**src/rtl/alu_share_arbiter.sv**
```systemverilog
// alu_share_arbiter: two-requester arbiter for the shared Y86 ALU with a 1-deep response buffer and ZF/SF/OF register
module alu_share_arbiter #(
  parameter int WIDTH = 64,
  parameter bit RR_EN = 1'b1
) (
  input  logic             clk,
  input  logic             rst_n,
  input  logic             req0_valid,
  output logic             req0_ready,
  input  logic [1:0]       req0_fun,
  input  logic [WIDTH-1:0] req0_a,
  input  logic [WIDTH-1:0] req0_b,
  input  logic             req0_setcc,
  input  logic             req1_valid,
  output logic             req1_ready,
  input  logic [1:0]       req1_fun,
  input  logic [WIDTH-1:0] req1_a,
  input  logic [WIDTH-1:0] req1_b,
  input  logic             req1_setcc,
  output logic [1:0]       alu_control,
  output logic [WIDTH-1:0] alu_a,
  output logic [WIDTH-1:0] alu_b,
  input  logic [WIDTH-1:0] alu_y,
  input  logic             alu_overflow,
  output logic             rsp_valid,
  input  logic             rsp_ready,
  output logic             rsp_id,
  output logic [WIDTH-1:0] rsp_result,
  output logic             rsp_overflow,
  output logic             cc_zf,
  output logic             cc_sf,
  output logic             cc_of
);
  typedef enum logic {EMPTY, FULL} state_t;
  state_t state, state_nx;
  logic last_grant, any, gnt, acc, sel_setcc;
  assign rsp_valid = state == FULL;
  always_comb begin
    any = req0_valid | req1_valid;
    gnt = (req0_valid & req1_valid) ? (RR_EN ? ~last_grant : 1'b0) : req1_valid;
    acc = rst_n & any & (state == EMPTY | rsp_ready);
    req0_ready = acc & ~gnt;
    req1_ready = acc & gnt;
    alu_control = ~any ? 2'b00 : gnt ? req1_fun : req0_fun;
    alu_a = ~any ? '0 : gnt ? req1_a : req0_a;
    alu_b = ~any ? '0 : gnt ? req1_b : req0_b;
    sel_setcc = gnt ? req1_setcc : req0_setcc;
    state_nx = acc ? FULL : rsp_ready ? EMPTY : state;
  end
  always_ff @(posedge clk or negedge rst_n)
    if (!rst_n) state <= EMPTY;
    else state <= state_nx;
  always_ff @(posedge clk or negedge rst_n) begin
    if (!rst_n) begin
      rsp_id <= 1'b0;
      rsp_result <= '0;
      rsp_overflow <= 1'b0;
      last_grant <= 1'b1;
      cc_zf <= 1'b1;
      cc_sf <= 1'b0;
      cc_of <= 1'b0;
    end else begin
      if (acc) begin
        rsp_id <= gnt;
        rsp_result <= alu_y;
        rsp_overflow <= alu_overflow;
        last_grant <= gnt;
      end
      if (acc & sel_setcc) begin
        cc_zf <= alu_y == '0;
        cc_sf <= alu_y[WIDTH-1];
        cc_of <= alu_overflow;
      end
    end
  end
endmodule

```
**config.mk**
```make
export PLATFORM = sky130hd
export DESIGN_NAME = alu_share_arbiter
export DESIGN_NICKNAME = d
export VERILOG_FILES = /design/src/rtl/alu_share_arbiter.sv
export SDC_FILE = /design/constraint.sdc
export NUM_CORES = 1
export LEC_CHECK = 0
export CORE_AREA = 2 2 210 212
export DETAILED_ROUTE_END_ITERATION = 12
export DIE_AREA = 0 0 212 214
export PLACE_DENSITY = 0.44
export SLEW_MARGIN = 0
export SYNTH_ARGS = -nofsm -noshare
export SYNTH_HDL_FRONTEND = slang
export SYNTH_SLANG_ARGS = --single-unit
```
**constraint.sdc**
```tcl
create_clock -name clk -period 1.7 [get_ports clk]
set_input_delay 0.425 -clock clk [delete_from_list [all_inputs] [get_ports clk]]
set_output_delay 0.425 -clock clk [all_outputs]
set_load 0.01 [all_outputs]
```
---- Word-level counts from Yosys, hierarchy flattened ----
Index checks and enable logic that the tools add are counted.
cells by class
  muxes and demuxes ....................... 10
  bitwise operators ....................... 11
  reduce and logical (&&, ||, !) cells .... 2
operators with widths
  cell                count
  two-way mux 64 bit  4
  logical NOT 64 bit  1
  bitwise AND 1 bit   6
  two-way mux 1 bit   4
  two-way mux 2 bit   2
  inverter 1 bit      3
  bitwise OR 1 bit    2
  nonzero test 2 bit  1
storage, ports and cells
  flip-flop bits (word level) ............. 71
  bits of input ports ..................... 332
  logic and storage cells ................. 31

---- Longest topological paths before layout ----
  depth in word-level cells ............... 4
  mapped depth ............................ 8
  gate-level depth less buffers ........... 4

---- Worst setup path after synthesis ----
No wires, ideal clock.
  kind .................................... input -> output
  start point ............................. input req0_valid
  end point ............................... output alu_a[27]
  data arrival time ....................... 1371 ps
  slack ................................... -96 ps
  cell stages on the path ................. 7
  path buffers ............................ 4
  cells stage by stage .................... buf_4 -> a21boi_2 -> buf_6 -> buf_2 -> buf_2 -> nand2_1 -> o21ai_0
between the ends
  word-level cells in the longest chain between the ends .. 4
RTL lines
  item                    RTL line  source
  from (decl)             8         input logic req0_valid,
  bitwise AND 1 bit       40        gnt = (req0_valid & req1_valid) ? (RR_EN ? ~last_grant : 1'b0) : req1_valid;
  two-way mux 1 bit       40
  two-way mux 64 bit      45        alu_a = ~any ? '0 : gnt ? req1_a : req0_a;
  two-way mux 64 bit (*)  45
  to (decl)               21        output logic [WIDTH-1:0] alu_a,
Every way passes the cells marked *; elsewhere a longest branch is shown, timed or not.

---- Worst setup path in the final report ----
  start point ............................. register last_grant
  end point ............................... output req1_ready
between the ends
  word-level cells in the longest chain between the ends .. 3
RTL lines
  item                    RTL line  source
  from (decl)             36        logic last_grant, any, gnt, acc, sel_setcc;
  from (signal assigned)  67        last_grant <= gnt;
  inverter 1 bit          40
  two-way mux 1 bit       40
  bitwise AND 1 bit       43        req1_ready = acc & gnt;
  to (decl)               15        output logic req1_ready,
Every way passes these cells.

==> flow_summary.toml <==
[run_status]
status = "finished, violations left"
violations = "setup timing"

[setup_path]
required_ps = 1270
crit_path_start = "last_grant"
cp-start-kind = "flip-flop"
worstPathArrival_ps = 1870
worst_setup_path_end_kind = "output port"
r2r-start = "last_grant"
cp_max_fo = 8
crit_type = "flip-flop to output port"

[sta]
setup_viol = 137
fin_crit_ps = 2298
skew_ps = 6.021
hold_viol = 0
rsz0062_at_grt = "true"
period_share_pct = 135.2
whs_ps = 334.3
slew_viol_final = 0
slew-limit-headroom_pct = 34.48
worstMarginPinSlew_ps = 982.7
clock.fmax_mhz = 435.2
fin_ws_ps = -598.0

[layout]
finalNetCount = 1706
regArea_sq_mm = 0.001779
fillCellCount = 4632
final_cells = 1974
multi_input_area_sq_mm = 0.003502
drive_gt1_share_pct = 33.58
area_growth_syn_to_layout_pct = 180.5

[routing]
vias = 7435
drt-total-wl_um = 36450
dr.pass1.iters = 4
antenna_left = 0
initialDrtViolationCount = 327
drc = 0
wl_per_cell_um = 18.46
routed_via_density = 3.766

[power]
irDropWorstVdd_v = 0.0003577
comb_power_share_pct = 50.1
p_per_area_mw_per_mm2 = 638.8
clkPwrFrac_pct = 24.9
p_seq_share_pct = 24.9
p_sw_mw = 2.753
p_int_mw = 5.625
p_leak_nw = 6.277
swShare_pct = 32.86

[synthesis]
synth-compound-area-share_pct = 14.66
synth_xor_area_share_pct = 0
synth_area_sq_mm = 0.004676
muxShareOfSynthArea_pct = 1.017
synth_area_leaders = "dfrtp_1 (37%), nand2_1 (37%), o21ai_0 (14%)"
synth_largest_area_cell = "dfrtp_1"
synth_top_family_by_area = "simple AND/OR/NAND/NOR gates"
synth-seq-area-share_pct = 38.05
syn_avg_cell_area_sq_um = 6.226
synth_edf_count = 0
synthAdderAreaFrac_pct = 0
synth_cell_types = 20
synth_top_area_share_pct = 36.93
syn_nets = 1083
synthTopCellsByCount = "nand2_1 (456), o21ai_0 (130), dfrtp_1 (69)"
synth_flop_cell = "dfrtp_1"
synthCells = 751
yosys_warnings = 0
synth_simple_gate_area_share_pct = 40.27
ys_seq_elements = 71
async_reset_ff_share_pct = 100.0
yosysMostFrequentCell = "nand2_1"

[global_routing]
grt_max_degree = 72
use_met2_pct = 27.01
antenna_found_initial = 12
grtUsageMet1_pct = 17.03
grt-ovfl-total = 0
grt_use_met3_pct = 4.369
track_usage_pct = 15.20
grt_pass1_wl_um = 51120
grt_pass1_vias = 7827
busiest_layer = "met2"

[clocking]
cts_buffers = 9
clock_latency_ps = 330
cts.sinks = 71
holdBufCountCts = 0
cts_buffer_depth = 2
cts_tree = "yes"
h-tree-depth = 3
cts-root-buf = "clkbuf_16"
clk_pin_slew_ps = 60

[job]
maxCapViolations = 0

[placed_design]
placed_cells = 1886
dp_hpwl_um = 28450
globalplace.congestion = 0.8734
port_buffers = 533
place_ws_ps = -1139

[die]
fp-row-count = 76
die_area_sq_mm = 0.04537
io_pins = 534
core_area_sq_mm = 0.04289
die_h_um = 214
start_util_pct = 10.90
die_x_um = 212

[hold_path]
hold_class = "input port to async pin"
-- what timing repair did --
action / in CTS / in global routing
buffers inserted: 37 / 17
setup endpoints to repair: 216 / 206
pin swaps: 22 / 106
cloned: 10 / 9
resized for setup: 714 / 342
-- metal layers --
metal  vias to the layer above  wire, um
met3                        32      3012
li1                       3653         -
met1                      3428     13830
met5                         -         0
met4                         0       805
met2                       322     18800
-- final timing paths --
check                      cells past startpoint        endpoint  slack (ps)
setup / recovery                               8      req1_ready        -600
hold / removal                                 2  rsp_result[49]         330
setup reg to reg                               9           cc_of        -400
hold reg to reg                                2  rsp_result[15]         470
max in group asynchronous                      2  rsp_result[30]         690
min in group clk                               2  rsp_result[15]         470
-- worst max-delay path: stages, from the launching register on --
cell and delay, ps:
dfstp_2 560, a21boi_4 90, buf_4 150, buf_12 140, buf_6 110, buf_12 110
buf_8 120, and2_4 130, buf_6 120
-- layout by cell type, fill, tap and decap left out, drive strengths merged --
| master | Yosys | layout |
|---|---|---|
| a21boi | 1 | 1 |
| a21o | 2 | 2 |
| and2 | 1 | 1 |
| buf | 32 | 254 |
| bufinv | 0 | 2 |
| clkbuf | 27 | 21 |
| clkdlybuf4s15 | 0 | 7 |
| clkdlybuf4s50 | 0 | 357 |
| clkinv | 0 | 2 |
| clkinvlp | 0 | 1 |
| dfrtp | 69 | 69 |
| dfstp | 2 | 2 |
| diode | 0 | 10 |
| dlygate4sd2 | 0 | 17 |
| dlymetal6s2s | 0 | 26 |
| mux2 | 3 | 3 |
| mux2i | 1 | 1 |
| nand2 | 456 | 456 |
| nand2b | 2 | 2 |
| nand4 | 4 | 4 |
| nor2 | 2 | 2 |
| nor2b | 1 | 1 |
| nor4 | 17 | 17 |
| o21ai | 131 | 131 |
-- registers in the layout, summed over array words and instances (netlist names) --
signal and cells:
cc_of 1, cc_sf 1, cc_zf 1, last_grant 1, rsp_id 1, rsp_overflow 1, rsp_result 64, rsp_valid 1
-- through the flow --
step / util (%) / total power [mW] / cell area (sq um) / TNS (ps)
finish: 30.58 / 8.378 / 13120 / -61610
global route: 30.58 / 8.876 / 13110 / -72650
CTS: 27.99 / 8.057 / 12000 / -77960
detailed placement: 26.01 / 5.649 / 11160 / -171860
global placement: 26.01 / 5.657 / 11160 / -169810
floorplan: - / 3.200 / 4723 / -4593
-- power by group through the flow --
stage	sequential, mW	combinational (mW)	clock, mW
after floorplan	2.24	0.959	0
after global placement	2.11	3.54	0
after detailed placement	2.13	3.52	0
after CTS	2.10	3.80	2.17
after global routing	2.13	4.51	2.24
final	2.09	4.20	2.09
-- area by class of cell --
cell class,count,share of cell area (%)
antenna,10,0.1908
timing repair buffer,671,51.49
tap,585,5.581
clock inverter,5,0.6201
multi-input combinational,621,26.70
clock buffer,11,1.851
sequential,71,13.57
-- cell families after synthesis --
logic type             count (synthesis)
muxes                                  4
AOI/OAI and AO/OA                    134
buffers and inverters                 59
DFF                                   71
and+or+nand+nor                      483
Note: power is estimated with default switching activity, not from simulation.
